==> src/rtl/atm_keypad_entry.sv <==
// ATM keypad session controller: card/PIN/operation/amount entry,
// downstream request handshake, retry lockout and inactivity timeout.
module atm_keypad_entry #(
  parameter int TIMEOUT_CYCLES = 1000,
  parameter int MAX_TRIES      = 3
) (
  input  logic        clk,
  input  logic        rst_n,
  input  logic        card_in,
  input  logic [3:0]  card_acc,
  input  logic        key_valid,
  input  logic [3:0]  key_code,
  output logic        req_valid,
  input  logic        req_ready,
  output logic [3:0]  acc_num,
  output logic [15:0] pin,
  output logic [2:0]  operation,
  output logic [15:0] amount,
  input  logic        resp_valid,
  input  logic        resp_ok,
  output logic        lockout,
  output logic        timeout,
  output logic [2:0]  state
);

  localparam int CW = $clog2(TIMEOUT_CYCLES + 1);
  localparam int TW = $clog2(MAX_TRIES + 1);
  localparam logic [CW-1:0] TO_LAST = CW'(TIMEOUT_CYCLES - 1);
  localparam logic [TW-1:0] TRY_MAX = TW'(MAX_TRIES);

  typedef enum logic [2:0] {
    S_IDLE   = 3'd0,
    S_PIN    = 3'd1,
    S_OP     = 3'd2,
    S_AMOUNT = 3'd3,
    S_SEND   = 3'd4,
    S_WAIT   = 3'd5,
    S_LOCKED = 3'd6
  } st_t;

  st_t st, st_n;

  logic [3:0]    acc_n;
  logic [15:0]   pin_n, amt_n;
  logic [2:0]    op_n;
  logic [2:0]    pcnt, pcnt_n;
  logic [2:0]    acnt, acnt_n;
  logic [TW-1:0] tries, tries_n, tries_inc;
  logic [CW-1:0] icnt, icnt_n;
  logic          to_n;
  logic          active;
  logic          k_dig, k_ent, k_can;

  assign k_dig     = key_code <= 4'd9;
  assign k_ent     = key_code == 4'hA;
  assign k_can     = key_code == 4'hB;
  assign tries_inc = tries + TW'(1);
  assign active    = st == S_PIN || st == S_OP || st == S_AMOUNT;

  assign state     = st;
  assign req_valid = st == S_SEND;
  assign lockout   = st == S_LOCKED;

  always_ff @(posedge clk or negedge rst_n) begin
    if (!rst_n) begin
      st        <= S_IDLE;
      acc_num   <= '0;
      pin       <= '0;
      operation <= '0;
      amount    <= '0;
      pcnt      <= '0;
      acnt      <= '0;
      tries     <= '0;
      icnt      <= '0;
      timeout   <= 1'b0;
    end else begin
      st        <= st_n;
      acc_num   <= acc_n;
      pin       <= pin_n;
      operation <= op_n;
      amount    <= amt_n;
      pcnt      <= pcnt_n;
      acnt      <= acnt_n;
      tries     <= tries_n;
      icnt      <= icnt_n;
      timeout   <= to_n;
    end
  end

  always_comb begin
    st_n    = st;
    acc_n   = acc_num;
    pin_n   = pin;
    op_n    = operation;
    amt_n   = amount;
    pcnt_n  = pcnt;
    acnt_n  = acnt;
    tries_n = tries;
    to_n    = 1'b0;
    unique case (st)
      S_IDLE: begin
        if (card_in) begin
          acc_n   = card_acc;
          pin_n   = '0;
          pcnt_n  = '0;
          op_n    = '0;
          amt_n   = '0;
          acnt_n  = '0;
          tries_n = '0;
          st_n    = S_PIN;
        end
      end
      S_PIN, S_OP, S_AMOUNT: begin
        if (!card_in) begin
          st_n = S_IDLE;
        end else if (key_valid) begin
          if (st == S_PIN) begin
            unique case (1'b1)
              k_dig: begin
                case (pcnt)
                  3'd0: pin_n[15:12] = key_code;
                  3'd1: pin_n[11:8]  = key_code;
                  3'd2: pin_n[7:4]   = key_code;
                  3'd3: pin_n[3:0]   = key_code;
                  default: ;
                endcase
                if (pcnt < 3'd4) pcnt_n = pcnt + 3'd1;
              end
              k_ent: if (pcnt == 3'd4) st_n = S_OP;
              k_can: st_n = S_IDLE;
              default: ;
            endcase
          end else if (st == S_OP) begin
            unique case (1'b1)
              k_dig: begin
                case (key_code)
                  4'd1, 4'd4, 4'd2, 4'd3: begin
                    op_n   = key_code[2:0];
                    amt_n  = '0;
                    acnt_n = '0;
                    st_n   = (key_code == 4'd2 || key_code == 4'd3)
                             ? S_AMOUNT : S_SEND;
                  end
                  4'd5: st_n = S_IDLE;
                  default: ;
                endcase
              end
              k_can: st_n = S_IDLE;
              default: ;
            endcase
          end else begin
            unique case (1'b1)
              k_dig: begin
                if (acnt < 3'd4) begin
                  amt_n  = amount * 16'd10 + {12'd0, key_code};
                  acnt_n = acnt + 3'd1;
                end
              end
              k_ent: if (amount != 16'd0) st_n = S_SEND;
              k_can: begin
                amt_n  = '0;
                acnt_n = '0;
                st_n   = S_OP;
              end
              default: ;
            endcase
          end
        end else if (icnt == TO_LAST) begin
          to_n = 1'b1;
          st_n = S_IDLE;
        end
      end
      S_SEND: if (req_ready) st_n = S_WAIT;
      S_WAIT: begin
        // A card pulled during the transaction is honoured only here
        if (resp_valid) begin
          if (resp_ok) begin
            tries_n = '0;
            st_n    = card_in ? S_OP : S_IDLE;
          end else begin
            tries_n = tries_inc;
            if (tries_inc == TRY_MAX) begin
              st_n = S_LOCKED;
            end else begin
              pin_n  = '0;
              pcnt_n = '0;
              st_n   = card_in ? S_PIN : S_IDLE;
            end
          end
        end
      end
      S_LOCKED: if (!card_in) st_n = S_IDLE;
      default: st_n = S_IDLE;
    endcase
  end

  always_comb begin
    icnt_n = '0;
    if (st_n == st && !key_valid && active) icnt_n = icnt + CW'(1);
  end

endmodule

==> config.mk <==
export PLATFORM = sky130hd
export DESIGN_NAME = atm_keypad_entry
export DESIGN_NICKNAME = d
export VERILOG_FILES = /design/src/rtl/atm_keypad_entry.sv
export SDC_FILE = /design/constraint.sdc
export NUM_CORES = 1
export LEC_CHECK = 0
export ABC_AREA = 0
export BUFFER_PORTS_ARGS = -buffer_cell sky130_fd_sc_hd__buf_2
export CORE_ASPECT_RATIO = 1.2
export CORE_UTILIZATION = 47
export CTS_CLUSTER_SIZE = 40
export DETAILED_ROUTE_END_ITERATION = 8
export PLACE_DENSITY = 0.68
export SYNTH_ARGS = -nofsm -noshare
export SYNTH_HDL_FRONTEND = slang
export SYNTH_SLANG_ARGS = --single-unit
==> constraint.sdc <==
create_clock -name clk -period 3.5 [get_ports clk]
set_input_delay 0.875 -clock clk [delete_from_list [all_inputs] [get_ports clk]]
set_output_delay 0.875 -clock clk [all_outputs]
set_load 0.02 [all_outputs]
==> flow_metrics.env <==
export IMPL_layout_nets=555
export IMPL_pin_count=60
export IMPL_setup_viol=0
export IMPL_numCtsBuffers=9
export IMPL_place_congestion=0.826
export IMPL_cts_resized=0
export IMPL_total_power_mw=3.23
export IMPL_hold_path_class="flip-flop to flip-flop"
export IMPL_setup_tns_final_ns=0
export IMPL_rsz0062_at_grt="false"
export IMPL_grt_overflow_total=0
export IMPL_syn_inst=443
export IMPL_clockBufferDepth=2
export IMPL_coreArea_um2=8240
export IMPL_fp_dieW_um=86.8
export IMPL_worst_path_max_fanout=6
export IMPL_layout_drive_gt1_share_pct=19.3
export IMPL_ys_seq_elements=61
export IMPL_fmax_mhz=330
export IMPL_cp_slowest_cell="dfrtp_1"
export IMPL_grt_total_usage_pct=21.8
export IMPL_grt_pass1_vias=3357
export IMPL_root_buffer="clkbuf_8"
export IMPL_p_seq_share_pct=32.7
export IMPL_slew_violations=0
export IMPL_dr_first_iter_drc_count=142
export IMPL_cts_sinks=61
export IMPL_setup_worst_path_class="flip-flop to flip-flop"
export IMPL_required_ns=3.73
export IMPL_drtAntennaViolNets=0
export IMPL_max_cap_violations=0
export IMPL_synthArstFlopShare_pct=100
export IMPL_routed_wl_um=9310
export IMPL_relSlewSlack_pct=64.6
export IMPL_fin_worst_skew_ns=0.00941
export IMPL_finalCritPeriodShare_pct=86.5
export IMPL_cts_tree="built"
export IMPL_clk_pin_slew_ns=0.07
export IMPL_crit_chain="ha_1, ha_1, inv_1, fa_1, xnor2_1, nor3b_1, nand3_1, nor4_2, a211o_1, nand3_1"
export IMPL_io_buffers=59
export IMPL_internal_power_mw=1.82
export IMPL_grt_pass1_wl_um=15600
export IMPL_holdWs_ns=0.474
export IMPL_critPathLaunchType="flip-flop"
export IMPL_initial_utilization_pct=49.2
export IMPL_status="finished, final reports clean"
export IMPL_drt_pass1_iterations=4
export IMPL_vias=3478
export IMPL_diodes=0
export IMPL_syn_area_um2=4060
export IMPL_r2r_setup_slack_ns=0.47
export IMPL_final_cell_mix="61 x dfrtp_1, 59 x buf_2, 57 x nand2_1"
export IMPL_hold_viol_final=0
export IMPL_cp_num_buf_inv=1
export IMPL_p_leak_nw=2.36
export IMPL_cts_max_level=3
export IMPL_postCtsSetupRepairBufs=0
export IMPL_cp_end_kind="flip-flop"
export IMPL_dpl_hpwl_um=6880
export IMPL_power_density_nw_per_um2=688
export IMPL_switching_share_pct=43.6
export IMPL_p_clk_share_pct=19.5
export IMPL_antenna_found_initial=0
export IMPL_share_comb_of_total_power_pct=47.8
export IMPL_fin_crit_ns=3.03
export IMPL_cts_hold_buf=0
export IMPL_critical_path_max_stage_delay_ns=0.45
export IMPL_ys_flop_type="dfrtp_1"
export IMPL_chipHeight_um=104
export IMPL_ys_seq_area_share_pct=37.6
export IMPL_syn_to_final_growth_pct=15.6
export IMPL_grt_max_degree=25
export IMPL_viasPerCell=5.58
export IMPL_clock_latency_ns=0.34
export IMPL_cp_arrival_ns=3.26
export IMPL_final_util_pct=56.9
export IMPL_final_cell_area_um2=4690
export IMPL_worst_pin_slew_ns=0.531
export IMPL_critical_path_top_delay_family="simple AND/OR/NAND/NOR gates"
export IMPL_ir_drop_mv=0.365
export IMPL_final_common_cell="dfrtp_1"
export IMPL_drcViolationCount=0
export IMPL_p_sw_mw=1.41
export IMPL_avgSynthCellArea_um2=9.16
export IMPL_avgRoutedWirePerCell_um=14.9
export IMPL_synth_net_count=494
export IMPL_yosysWarnings=0
export IMPL_ys_types=57
export IMPL_dieArea_um2=9010
export IMPL_synth_edff_count=0
export IMPL_postPlaceCellArea_um2=4490
export IMPL_row_count=36
==> power groups by stage <==
stage | registers [mW] | clock network [mW] | logic, mW
2_1_floorplan | 1.18 | 0 | 0.955
3_3_place_gp | 1.06 | 0 | 1.52
3_5_place_dp | 1.06 | 0 | 1.54
4_1_cts | 1.05 | 0.643 | 1.55
5_1_grt | 1.08 | 0.687 | 1.71
6_report | 1.05 | 0.631 | 1.54
==> cell type report <==
class | count | area [um^2]
Fill cell | 754 | 3550
Multi-Input combinational cell | 349 | 2400
Sequential cell | 61 | 1530
Timing Repair Buffer | 68 | 363
Tap cell | 114 | 143
Clock buffer | 10 | 138
Clock inverter | 6 | 62.6
Inverter | 15 | 56.3
==> routing by layer <==
| metal | vias up | global-route usage (%) | part of all wire [%] |
|---|---|---|---|
| met2 | 62 | 35.8 | 49 |
| met5 | - | 0 | 0 |
| li1 | 1733 | - | - |
| met4 | 0 | 7.86 | 1.8 |
| met1 | 1671 | 28.1 | 47 |
| met3 | 12 | 4.54 | 3.1 |
==> synth_stat cells, types with 2 or more instances <==
cell      instances  area, um^2
a211o_1           2        17.5
a211oi_1          4        30.0
a21o_1            8        60.1
a21oi_1          14        70.1
a221o_1           2        20.0
a22o_1           13         114
a22oi_1           2        15.0
a31oi_1           6        37.5
and2_1            4        25.0
and3_1            9        56.3
buf_2             3        15.0
clkbuf_1         15        56.3
dfrtp_1          61        1530
fa_1              2        40.0
ha_1             34         425
inv_1            15        56.3
mux2_2            6        67.6
nand2_1          57         214
nand2b_1          8        50.1
nand3_1          16        80.1
nand3b_1          2        15.0
nand4_1           3        18.8
nand4b_1          5        43.8
nor2_1           31         116
nor2b_1           3        18.8
nor3_1            8        40.0
nor3b_1           2        15.0
nor4_1            4        25.0
o211ai_1          2        15.0
o21a_1            5        37.5
o21ai_0          26         130
o221ai_1          2        17.5
o22a_1            4        35.0
o22ai_1           2        12.5
o31ai_1          11        82.6
o32a_1            3        30.0
or2_2             2        12.5
or3_1             4        25.0
xnor2_1          18         158
xor2_1            8        70.1
==> final timing paths <==
check | cells after the start | to | start
max | 10 | amount[15] | amount[1]
min | 2 | acc_num[2] | acc_num[2]
max reg2reg | 10 | amount[15] | amount[1]
min reg2reg | 2 | acc_num[2] | acc_num[2]
max in group asynchronous | 2 | pin[3] | rst_n
min in group asynchronous | 1 | pin[4] | rst_n
==> worst reg2reg max path, delay by kind of cell, from the launching register on <==
kind | cells | cell delay, ns
AOI/OAI and AO/OA | 1 | 0.19
buffers and inverters | 1 | 0.06
DFF | 1 | 0.45
xor gates and xnor gates | 1 | 0.31
adders and majority gates | 3 | 0.92
and+or+nand+nor | 4 | 0.99
==> through the flow <==
step	std cells	setup slack [ns]
after floorplan	443	0.699
after global placement	607	0.498
after detailed placement	607	0.419
after CTS	623	0.451
after global routing	623	0.221
final	623	0.471
==> cell families (layout without fill, tap and decap cells) <==
kind of cell | after synthesis | count (layout) | synth area share, %
simple gates | 165 | 165 | 20.3
xor+xnor | 26 | 26 | 5.61
buf+inv | 33 | 99 | 3.15
mux | 6 | 6 | 1.67
fa+ha+maj | 36 | 36 | 11.5
compound gates | 116 | 116 | 20.1
flops | 61 | 61 | 37.6
==> state kept, by name, indices dropped and copies added (netlist names) <==
signal and count:
amount 16, operation 3, tries 2, icnt 10, timeout 1, pin 16
acnt 3, acc_num 4, pcnt 3, state 3
(Power assumes the default switching activity.)
